[src/rtl/wb_port_arbiter_if.sv]
// Bus bundle between the write-port arbiter and its surroundings: MEM/WB writeback,
// LLU issue/return, decode hazard labels and the regfile write port.
interface wb_port_arbiter_if #(
    parameter int unsigned DATA_W     = 32,
    parameter int unsigned FIFO_DEPTH = 2
);
    localparam int unsigned CNT_W = $clog2(FIFO_DEPTH) + 1;

    logic              pipe_wb_en_i;
    logic [4:0]        pipe_wb_rd_i;
    logic [DATA_W-1:0] pipe_wb_data_i;
    logic              llu_issue_i;
    logic [4:0]        llu_issue_rd_i;
    logic              llu_valid_i;
    logic [4:0]        llu_rd_i;
    logic [DATA_W-1:0] llu_data_i;
    logic              llu_ready_o;
    logic [4:0]        rs1_label_i;
    logic [4:0]        rs2_label_i;
    logic [4:0]        rd_label_i;
    logic              hazard_stall_o;
    logic              wb_hold_o;
    logic              rf_we_o;
    logic [4:0]        rf_rd_o;
    logic [DATA_W-1:0] rf_data_o;
    logic [CNT_W-1:0]  fifo_count_o;

    // Arbiter side.
    modport slave (
        input  pipe_wb_en_i, pipe_wb_rd_i, pipe_wb_data_i,
        input  llu_issue_i, llu_issue_rd_i,
        input  llu_valid_i, llu_rd_i, llu_data_i,
        input  rs1_label_i, rs2_label_i, rd_label_i,
        output llu_ready_o, hazard_stall_o, wb_hold_o,
        output rf_we_o, rf_rd_o, rf_data_o, fifo_count_o
    );

    // Pipeline / LLU / regfile side.
    modport master (
        output pipe_wb_en_i, pipe_wb_rd_i, pipe_wb_data_i,
        output llu_issue_i, llu_issue_rd_i,
        output llu_valid_i, llu_rd_i, llu_data_i,
        output rs1_label_i, rs2_label_i, rd_label_i,
        input  llu_ready_o, hazard_stall_o, wb_hold_o,
        input  rf_we_o, rf_rd_o, rf_data_o, fifo_count_o
    );
endinterface

[src/rtl/wb_port_arbiter.sv]
// Regfile write-port arbiter: pipeline writeback vs. buffered long-latency results,
// with a pending-register scoreboard and a starvation-forced FIFO grant.
module wb_port_arbiter #(
    parameter int unsigned DATA_W       = 32,
    parameter int unsigned FIFO_DEPTH   = 2,
    parameter int unsigned STARVE_LIMIT = 4
) (
    input logic              clk_i,
    input logic              rst_i,
    wb_port_arbiter_if.slave bus
);
    localparam int unsigned PTR_W = $clog2(FIFO_DEPTH);
    localparam int unsigned CNT_W = PTR_W + 1;
    localparam int unsigned STV_W = $clog2(STARVE_LIMIT + 1);

    typedef enum logic [1:0] {StIdle, StDrain, StForce} state_t;

    state_t            state_q, state_d;
    logic [CNT_W-1:0]  cnt_q, cnt_d;
    logic [PTR_W-1:0]  rd_ptr_q, rd_ptr_d, wr_ptr_q, wr_ptr_d;
    logic [STV_W-1:0]  starve_q, starve_d;
    logic [31:0]       pending_q, pending_d;
    logic [4:0]        mem_rd   [FIFO_DEPTH];
    logic [DATA_W-1:0] mem_data [FIFO_DEPTH];

    logic              pipe_req, llu_ready, enq, pipe_gnt, fifo_gnt;
    logic              rf_we;
    logic [4:0]        rf_rd;
    logic [DATA_W-1:0] rf_data;

    assign pipe_req  = bus.pipe_wb_en_i & (bus.pipe_wb_rd_i != 5'd0);
    assign llu_ready = rst_i & (cnt_q < CNT_W'(FIFO_DEPTH));
    // Results to x0 complete the handshake but are never stored.
    assign enq       = bus.llu_valid_i & llu_ready & (bus.llu_rd_i != 5'd0);

    // Select the write-port source from the registered state.
    always_comb begin
        pipe_gnt = 1'b0;
        fifo_gnt = 1'b0;
        unique case (state_q)
            StIdle:  pipe_gnt = pipe_req;
            StDrain: begin
                if (pipe_req) pipe_gnt = 1'b1;
                else          fifo_gnt = (cnt_q != '0);
            end
            StForce: fifo_gnt = (cnt_q != '0);
            default: ;
        endcase
    end

    // Drive the write port from whichever source won; all zero while in reset.
    always_comb begin
        rf_we   = 1'b0;
        rf_rd   = 5'd0;
        rf_data = '0;
        if (rst_i) begin
            if (pipe_gnt) begin
                rf_we   = 1'b1;
                rf_rd   = bus.pipe_wb_rd_i;
                rf_data = bus.pipe_wb_data_i;
            end else if (fifo_gnt) begin
                rf_we   = 1'b1;
                rf_rd   = mem_rd[rd_ptr_q];
                rf_data = mem_data[rd_ptr_q];
            end
        end
    end

    assign bus.rf_we_o        = rf_we;
    assign bus.rf_rd_o        = rf_rd;
    assign bus.rf_data_o      = rf_data;
    assign bus.llu_ready_o    = llu_ready;
    assign bus.fifo_count_o   = cnt_q;
    assign bus.wb_hold_o      = rst_i & (state_q == StForce);
    assign bus.hazard_stall_o = rst_i & (pending_q[bus.rs1_label_i] |
                                         pending_q[bus.rs2_label_i] |
                                         pending_q[bus.rd_label_i]);

    // Next-state for FIFO occupancy, starvation counter, FSM and scoreboard.
    always_comb begin
        cnt_d    = cnt_q + CNT_W'(enq) - CNT_W'(fifo_gnt);
        wr_ptr_d = wr_ptr_q + PTR_W'(enq);
        rd_ptr_d = rd_ptr_q + PTR_W'(fifo_gnt);

        starve_d = starve_q;
        if (fifo_gnt) begin
            starve_d = '0;
        end else if (pipe_gnt && (cnt_q != '0) && (starve_q != STV_W'(STARVE_LIMIT))) begin
            starve_d = starve_q + STV_W'(1);
        end

        // FORCE always dequeues, so the counter is cleared and FORCE never repeats.
        if (cnt_d == '0)                            state_d = StIdle;
        else if (starve_d >= STV_W'(STARVE_LIMIT)) state_d = StForce;
        else                                        state_d = StDrain;

        pending_d = pending_q;
        if (fifo_gnt)        pending_d[mem_rd[rd_ptr_q]] = 1'b0;
        if (bus.llu_issue_i) pending_d[bus.llu_issue_rd_i] = 1'b1;
        pending_d[0] = 1'b0;
    end

    // Control state; reset discards any buffered results.
    always_ff @(posedge clk_i or negedge rst_i) begin
        if (!rst_i) begin
            state_q   <= StIdle;
            cnt_q     <= '0;
            rd_ptr_q  <= '0;
            wr_ptr_q  <= '0;
            starve_q  <= '0;
            pending_q <= '0;
        end else begin
            state_q   <= state_d;
            cnt_q     <= cnt_d;
            rd_ptr_q  <= rd_ptr_d;
            wr_ptr_q  <= wr_ptr_d;
            starve_q  <= starve_d;
            pending_q <= pending_d;
        end
    end

    // FIFO storage; contents are only meaningful under the count.
    always_ff @(posedge clk_i) begin
        if (enq) begin
            mem_rd[wr_ptr_q]   <= bus.llu_rd_i;
            mem_data[wr_ptr_q] <= bus.llu_data_i;
        end
    end
endmodule

[src/flat_wrapper.sv]
// flat-port wrapper written by rule: the top's interface ports become plain ports
module wb_port_arbiter_flat 
#(
    parameter int unsigned DATA_W       = 32,
    parameter int unsigned FIFO_DEPTH   = 2,
    parameter int unsigned STARVE_LIMIT = 4
)
  (clk_i, rst_i, bus_pipe_wb_en_i, bus_pipe_wb_rd_i, bus_pipe_wb_data_i, bus_llu_issue_i, bus_llu_issue_rd_i, bus_llu_valid_i, bus_llu_rd_i, bus_llu_data_i, bus_rs1_label_i, bus_rs2_label_i, bus_rd_label_i, bus_llu_ready_o, bus_hazard_stall_o, bus_wb_hold_o, bus_rf_we_o, bus_rf_rd_o, bus_rf_data_o, bus_fifo_count_o);
  wb_port_arbiter_if #(.DATA_W(DATA_W), .FIFO_DEPTH(FIFO_DEPTH)) bus_i ();
  input logic clk_i;
  input logic rst_i;
  input wire logic [$bits(bus_i.pipe_wb_en_i)-1:0] bus_pipe_wb_en_i;
  input wire logic [$bits(bus_i.pipe_wb_rd_i)-1:0] bus_pipe_wb_rd_i;
  input wire logic [$bits(bus_i.pipe_wb_data_i)-1:0] bus_pipe_wb_data_i;
  input wire logic [$bits(bus_i.llu_issue_i)-1:0] bus_llu_issue_i;
  input wire logic [$bits(bus_i.llu_issue_rd_i)-1:0] bus_llu_issue_rd_i;
  input wire logic [$bits(bus_i.llu_valid_i)-1:0] bus_llu_valid_i;
  input wire logic [$bits(bus_i.llu_rd_i)-1:0] bus_llu_rd_i;
  input wire logic [$bits(bus_i.llu_data_i)-1:0] bus_llu_data_i;
  input wire logic [$bits(bus_i.rs1_label_i)-1:0] bus_rs1_label_i;
  input wire logic [$bits(bus_i.rs2_label_i)-1:0] bus_rs2_label_i;
  input wire logic [$bits(bus_i.rd_label_i)-1:0] bus_rd_label_i;
  output wire logic [$bits(bus_i.llu_ready_o)-1:0] bus_llu_ready_o;
  output wire logic [$bits(bus_i.hazard_stall_o)-1:0] bus_hazard_stall_o;
  output wire logic [$bits(bus_i.wb_hold_o)-1:0] bus_wb_hold_o;
  output wire logic [$bits(bus_i.rf_we_o)-1:0] bus_rf_we_o;
  output wire logic [$bits(bus_i.rf_rd_o)-1:0] bus_rf_rd_o;
  output wire logic [$bits(bus_i.rf_data_o)-1:0] bus_rf_data_o;
  output wire logic [$bits(bus_i.fifo_count_o)-1:0] bus_fifo_count_o;
  assign bus_i.pipe_wb_en_i = bus_pipe_wb_en_i;
  assign bus_i.pipe_wb_rd_i = bus_pipe_wb_rd_i;
  assign bus_i.pipe_wb_data_i = bus_pipe_wb_data_i;
  assign bus_i.llu_issue_i = bus_llu_issue_i;
  assign bus_i.llu_issue_rd_i = bus_llu_issue_rd_i;
  assign bus_i.llu_valid_i = bus_llu_valid_i;
  assign bus_i.llu_rd_i = bus_llu_rd_i;
  assign bus_i.llu_data_i = bus_llu_data_i;
  assign bus_i.rs1_label_i = bus_rs1_label_i;
  assign bus_i.rs2_label_i = bus_rs2_label_i;
  assign bus_i.rd_label_i = bus_rd_label_i;
  assign bus_llu_ready_o = bus_i.llu_ready_o;
  assign bus_hazard_stall_o = bus_i.hazard_stall_o;
  assign bus_wb_hold_o = bus_i.wb_hold_o;
  assign bus_rf_we_o = bus_i.rf_we_o;
  assign bus_rf_rd_o = bus_i.rf_rd_o;
  assign bus_rf_data_o = bus_i.rf_data_o;
  assign bus_fifo_count_o = bus_i.fifo_count_o;
  wb_port_arbiter #(.DATA_W(DATA_W), .FIFO_DEPTH(FIFO_DEPTH), .STARVE_LIMIT(STARVE_LIMIT)) u_core (.clk_i(clk_i), .rst_i(rst_i), .bus(bus_i));
endmodule
[config.mk]
export PLATFORM = sky130hd
export DESIGN_NAME = wb_port_arbiter_flat
export DESIGN_NICKNAME = d
export VERILOG_FILES = /design/src/rtl/wb_port_arbiter_if.sv /design/src/rtl/wb_port_arbiter.sv /design/src/flat_wrapper.sv
export SDC_FILE = /design/constraint.sdc
export NUM_CORES = 1
export LEC_CHECK = 0
export ABC_CLOCK_PERIOD_IN_PS = 3700
export CORE_ASPECT_RATIO = 1.2
export CORE_UTILIZATION = 35
export DETAILED_ROUTE_END_ITERATION = 10
export GPL_TIMING_DRIVEN = 0
export PLACE_DENSITY_LB_ADDON = 0.2
export SLEW_MARGIN = 0
export SYNTH_ARGS = -nofsm -noshare
export SYNTH_HDL_FRONTEND = slang
export SYNTH_SLANG_ARGS = --single-unit
[constraint.sdc]
create_clock -name clk_i -period 3.7 [get_ports clk_i]
set_clock_uncertainty 0.1 [all_clocks]
set_input_delay 0.37 -clock clk_i [delete_from_list [all_inputs] [get_ports clk_i]]
set_output_delay 0.37 -clock clk_i [all_outputs]
set_load 0.02 [all_outputs]
==> flow_summary.toml <==
[sta]
fin_crit_sh_pct = 97.6
relSlewSlack_pct = 49.3
worst_slack_ns = 0.0890
tightest_slew_ns = 0.760
slew_violations = 0
clock.fmax_ghz = 0.277
hold_viol_final = 0
finalSetupViolCount = 0
grt_setup_unrepaired = "false"
period_minus_slack_ns = 3.61

[clocking]
cts_setup_buffers = 0
ctsRootBufferMaster = "clkbuf_16"
cts_tree = "yes"
htreeDepth = 4
cts.clk_slew.worst_paths_ns = 0.06
clock-sinks = 114
cts_buffer_depth = 2
cts_made_buffers = 17
clkLatencyLatePin_ns = 0.41

[synth]
synth.distinct_cells = 46
synth-edff-count = 74
synthesis.area_mm2 = 0.00602
syn-num-nets = 601
synthArstFlopShare_pct = 35.1
yosysSeqAreaShare_pct = 53.5
syn-instance-count = 493
ys_seq_elements = 114
synth_ff_type = "edfxtp_1"
ys_warn_count = 0
synth.avg_cell_area_um2 = 12.2

[final_layout]
nNetsFinal = 755
final_common_cell = "clkdlybuf4s50_1"
stdcell_count = 876
areaGrowthSynthToFinish_pct = 37.6
final_cell_mix = "125 x clkdlybuf4s50_1, 74 x edfxtp_1, 68 x nand2_1"
n_antenna_cell = 0
drive_gt1_share_pct = 17.3
final.fill_count = 1532

[global_route]
global_route.usage.met2_pct = 30.7
grt_pass1_vias = 4744
grt_util_met3_pct = 6.11
antenna_found_initial = 0
grt_max_degree = 34
busiest_layer = "met2"
grt_pass1_wl_um = 23800
overflow = 0
track_usage_pct = 17.7
use_met1_pct = 19.7

[route]
dr.pass1.iters = 5
drtAntennaViolNets = 0
initialDrtViolationCount = 242
viasPerCell = 5.11
wl_per_cell_um = 17.3
drcViolationCount = 0
routed_wl_um = 15100
dr_total_vias = 4478

[floorplan]
fp.dieH_um = 146
core_area_mm2 = 0.0169
die_area_mm2 = 0.0177
fp.dieW_um = 122
pin_count = 142
initial_core_util_pct = 35.7
rows = 52

[setup_path]
r2r_start = "u_core.state_q[0]"
cp-end-kind = "output pin"
crit_chain = "clkdlybuf4s50_1 > or4_4 > o21ai_2 > a21o_4 > and2_1 > buf_6 > o21ai_4 > buf_6 > a211oi_2 > clkdlybuf4s50_1"
required_ns = 3.23
r2r_cells = 12
slowest_stage = "clkdlybuf4s50_1"
critPathKind = "input port to output pin"
start_kind = "input port"
worstPathMaxFanout = 10
slowest_delay_ns = 0.65
r2r_end = "u_core.state_q[1]"
arrival_ns = 3.14
reg2reg_slack_ns = 1.17

[power]
power_density_mw_per_mm2 = 710
p_leak_nw = 3.14
irDropWorstVdd_mv = 0.293

[place]
io_buffers = 131
place_congestion = 0.807
dpl.cell_count = 843
dp_hpwl_um = 11200
place_ws_ns = -0.122

[run]
cap_violations = 0

[outcome]
status = "finished clean"

[min_path]
hold_class = "input port to flip-flop"
hold_path_depth = 3
whs_endpoint = "u_core.pending_q[12]"
hold_start = "bus_llu_issue_rd_i[2]"
==> sequential cells by signal, indices dropped and copies added, names as in the netlist <==
signal,cells
u_core.pending_q,31
u_core.starve_q,3
u_core.state_q,2
u_core.rd_ptr_q,1
u_core.bus.fifo_count_o,2
u_core.mem_rd,10
u_core.wr_ptr_q,1
u_core.mem_data,64
==> Yosys cell counts (all sizes together), types with 2 or more instances <==
| cell type | instances | area, um2 |
|---|---|---|
| a211oi | 34 | 400 |
| a21boi | 3 | 22.5 |
| a21oi | 5 | 25.0 |
| and2 | 2 | 12.5 |
| and3 | 2 | 12.5 |
| and3b | 2 | 17.5 |
| buf | 12 | 82.6 |
| clkbuf | 15 | 56.3 |
| dfrtp | 40 | 1000 |
| edfxtp | 74 | 2220 |
| ha | 9 | 113 |
| inv | 17 | 63.8 |
| mux2 | 6 | 67.6 |
| mux2i | 42 | 420 |
| mux4 | 22 | 495 |
| nand2 | 68 | 255 |
| nand3 | 9 | 45.0 |
| nand4 | 4 | 25.0 |
| nor2 | 50 | 188 |
| nor2b | 5 | 31.3 |
| nor3 | 3 | 15.0 |
| nor3b | 6 | 45.0 |
| o211ai | 2 | 20.0 |
| o21ai | 43 | 230 |
| or4 | 2 | 18.8 |
| xnor2 | 3 | 26.3 |
==> metrics by stage <==
step	total power, mW	area [um2]	setup TNS (ns)	util, %	hold slack, ns
finish	5.89	8290	0	49.2	0.310
floorplan	3.45	6020	0	-	-0.0256
detailed placement	4.33	7660	-1.55	45.5	0.209
global placement	4.24	7600	-121.21	45.1	0.428
CTS	5.93	8270	0	49.1	0.276
global route	6.23	8290	0	49.2	0.324
==> cells by family (layout without fill, tap and decap cells) <==
family | Yosys count | in the layout | synth area share, %
compound gates | 93 | 93 | 12.5
xor+xnor | 4 | 4 | 0.582
fa+ha+maj | 9 | 9 | 1.87
buf+inv | 44 | 211 | 3.37
flops | 114 | 114 | 53.5
mux | 70 | 70 | 16.3
simple gates | 159 | 159 | 11.8
==> where the power goes <==
part	total, mW	internal (mW)	switching [mW]
logic	2.37	1.10	1.27
clock network	1.58	0.994	0.590
registers	1.93	1.68	0.245
==> metal layers <==
layer	vias up	wire length, um
met1	2170	6020
met4	0	143
li1	2140	-
met3	9	1230
met5	-	0
met2	159	7730
==> how the worst max path moves through the flow <==
| stage | from | end | slack, ns |
|---|---|---|---|
| 3_3_place_gp | rst_i | u_core.mem_data[0][13] | -1.34 |
| 2_1_floorplan | u_core.bus.fifo_count_o[1] | u_core.mem_data[1][0] | 1.06 |
| 5_1_grt | bus_pipe_wb_rd_i[2] | bus_rf_data_o[14] | 0.003 |
| 4_1_cts | bus_pipe_wb_rd_i[2] | bus_rf_data_o[4] | 0.04 |
| 6_report | bus_pipe_wb_rd_i[2] | bus_rf_data_o[5] | 0.09 |
| 3_5_place_dp | bus_pipe_wb_rd_i[2] | bus_rf_data_o[28] | -0.12 |
==> cell type report <==
class / count / area, um2 / area share [%]
multi-input cells: 335 / 2610 / 31.5
repair buffers: 135 / 1390 / 16.8
plain buffers: 27 / 145 / 1.75
clock inverters: 15 / 160 / 1.93
clock buffers: 17 / 425 / 5.13
well taps: 216 / 270 / 3.26
flip-flops and latches: 114 / 3220 / 38.9
inverters: 17 / 63.8 / 0.770
==> what timing repair did <==
| item | in CTS | in global routing |
|---|---|---|
| endpoints found under the setup margin | 25 | 7 |
| cloned | 0 | 0 |
| hold buffers | 1 | 0 |
| resized for setup | 3 | 8 |
| hold endpoints to repair | 8 | 0 |
==> worst max-delay path, delay by kind of cell <==
| kind | cells | cell delay [ns] |
|---|---|---|
| buffers and inverters | 4 | 1.43 |
| AO/OA/AOI/OAI | 4 | 0.61 |
| AND/OR/NAND/NOR | 2 | 0.71 |
Power figures use the tool's default switching activity.
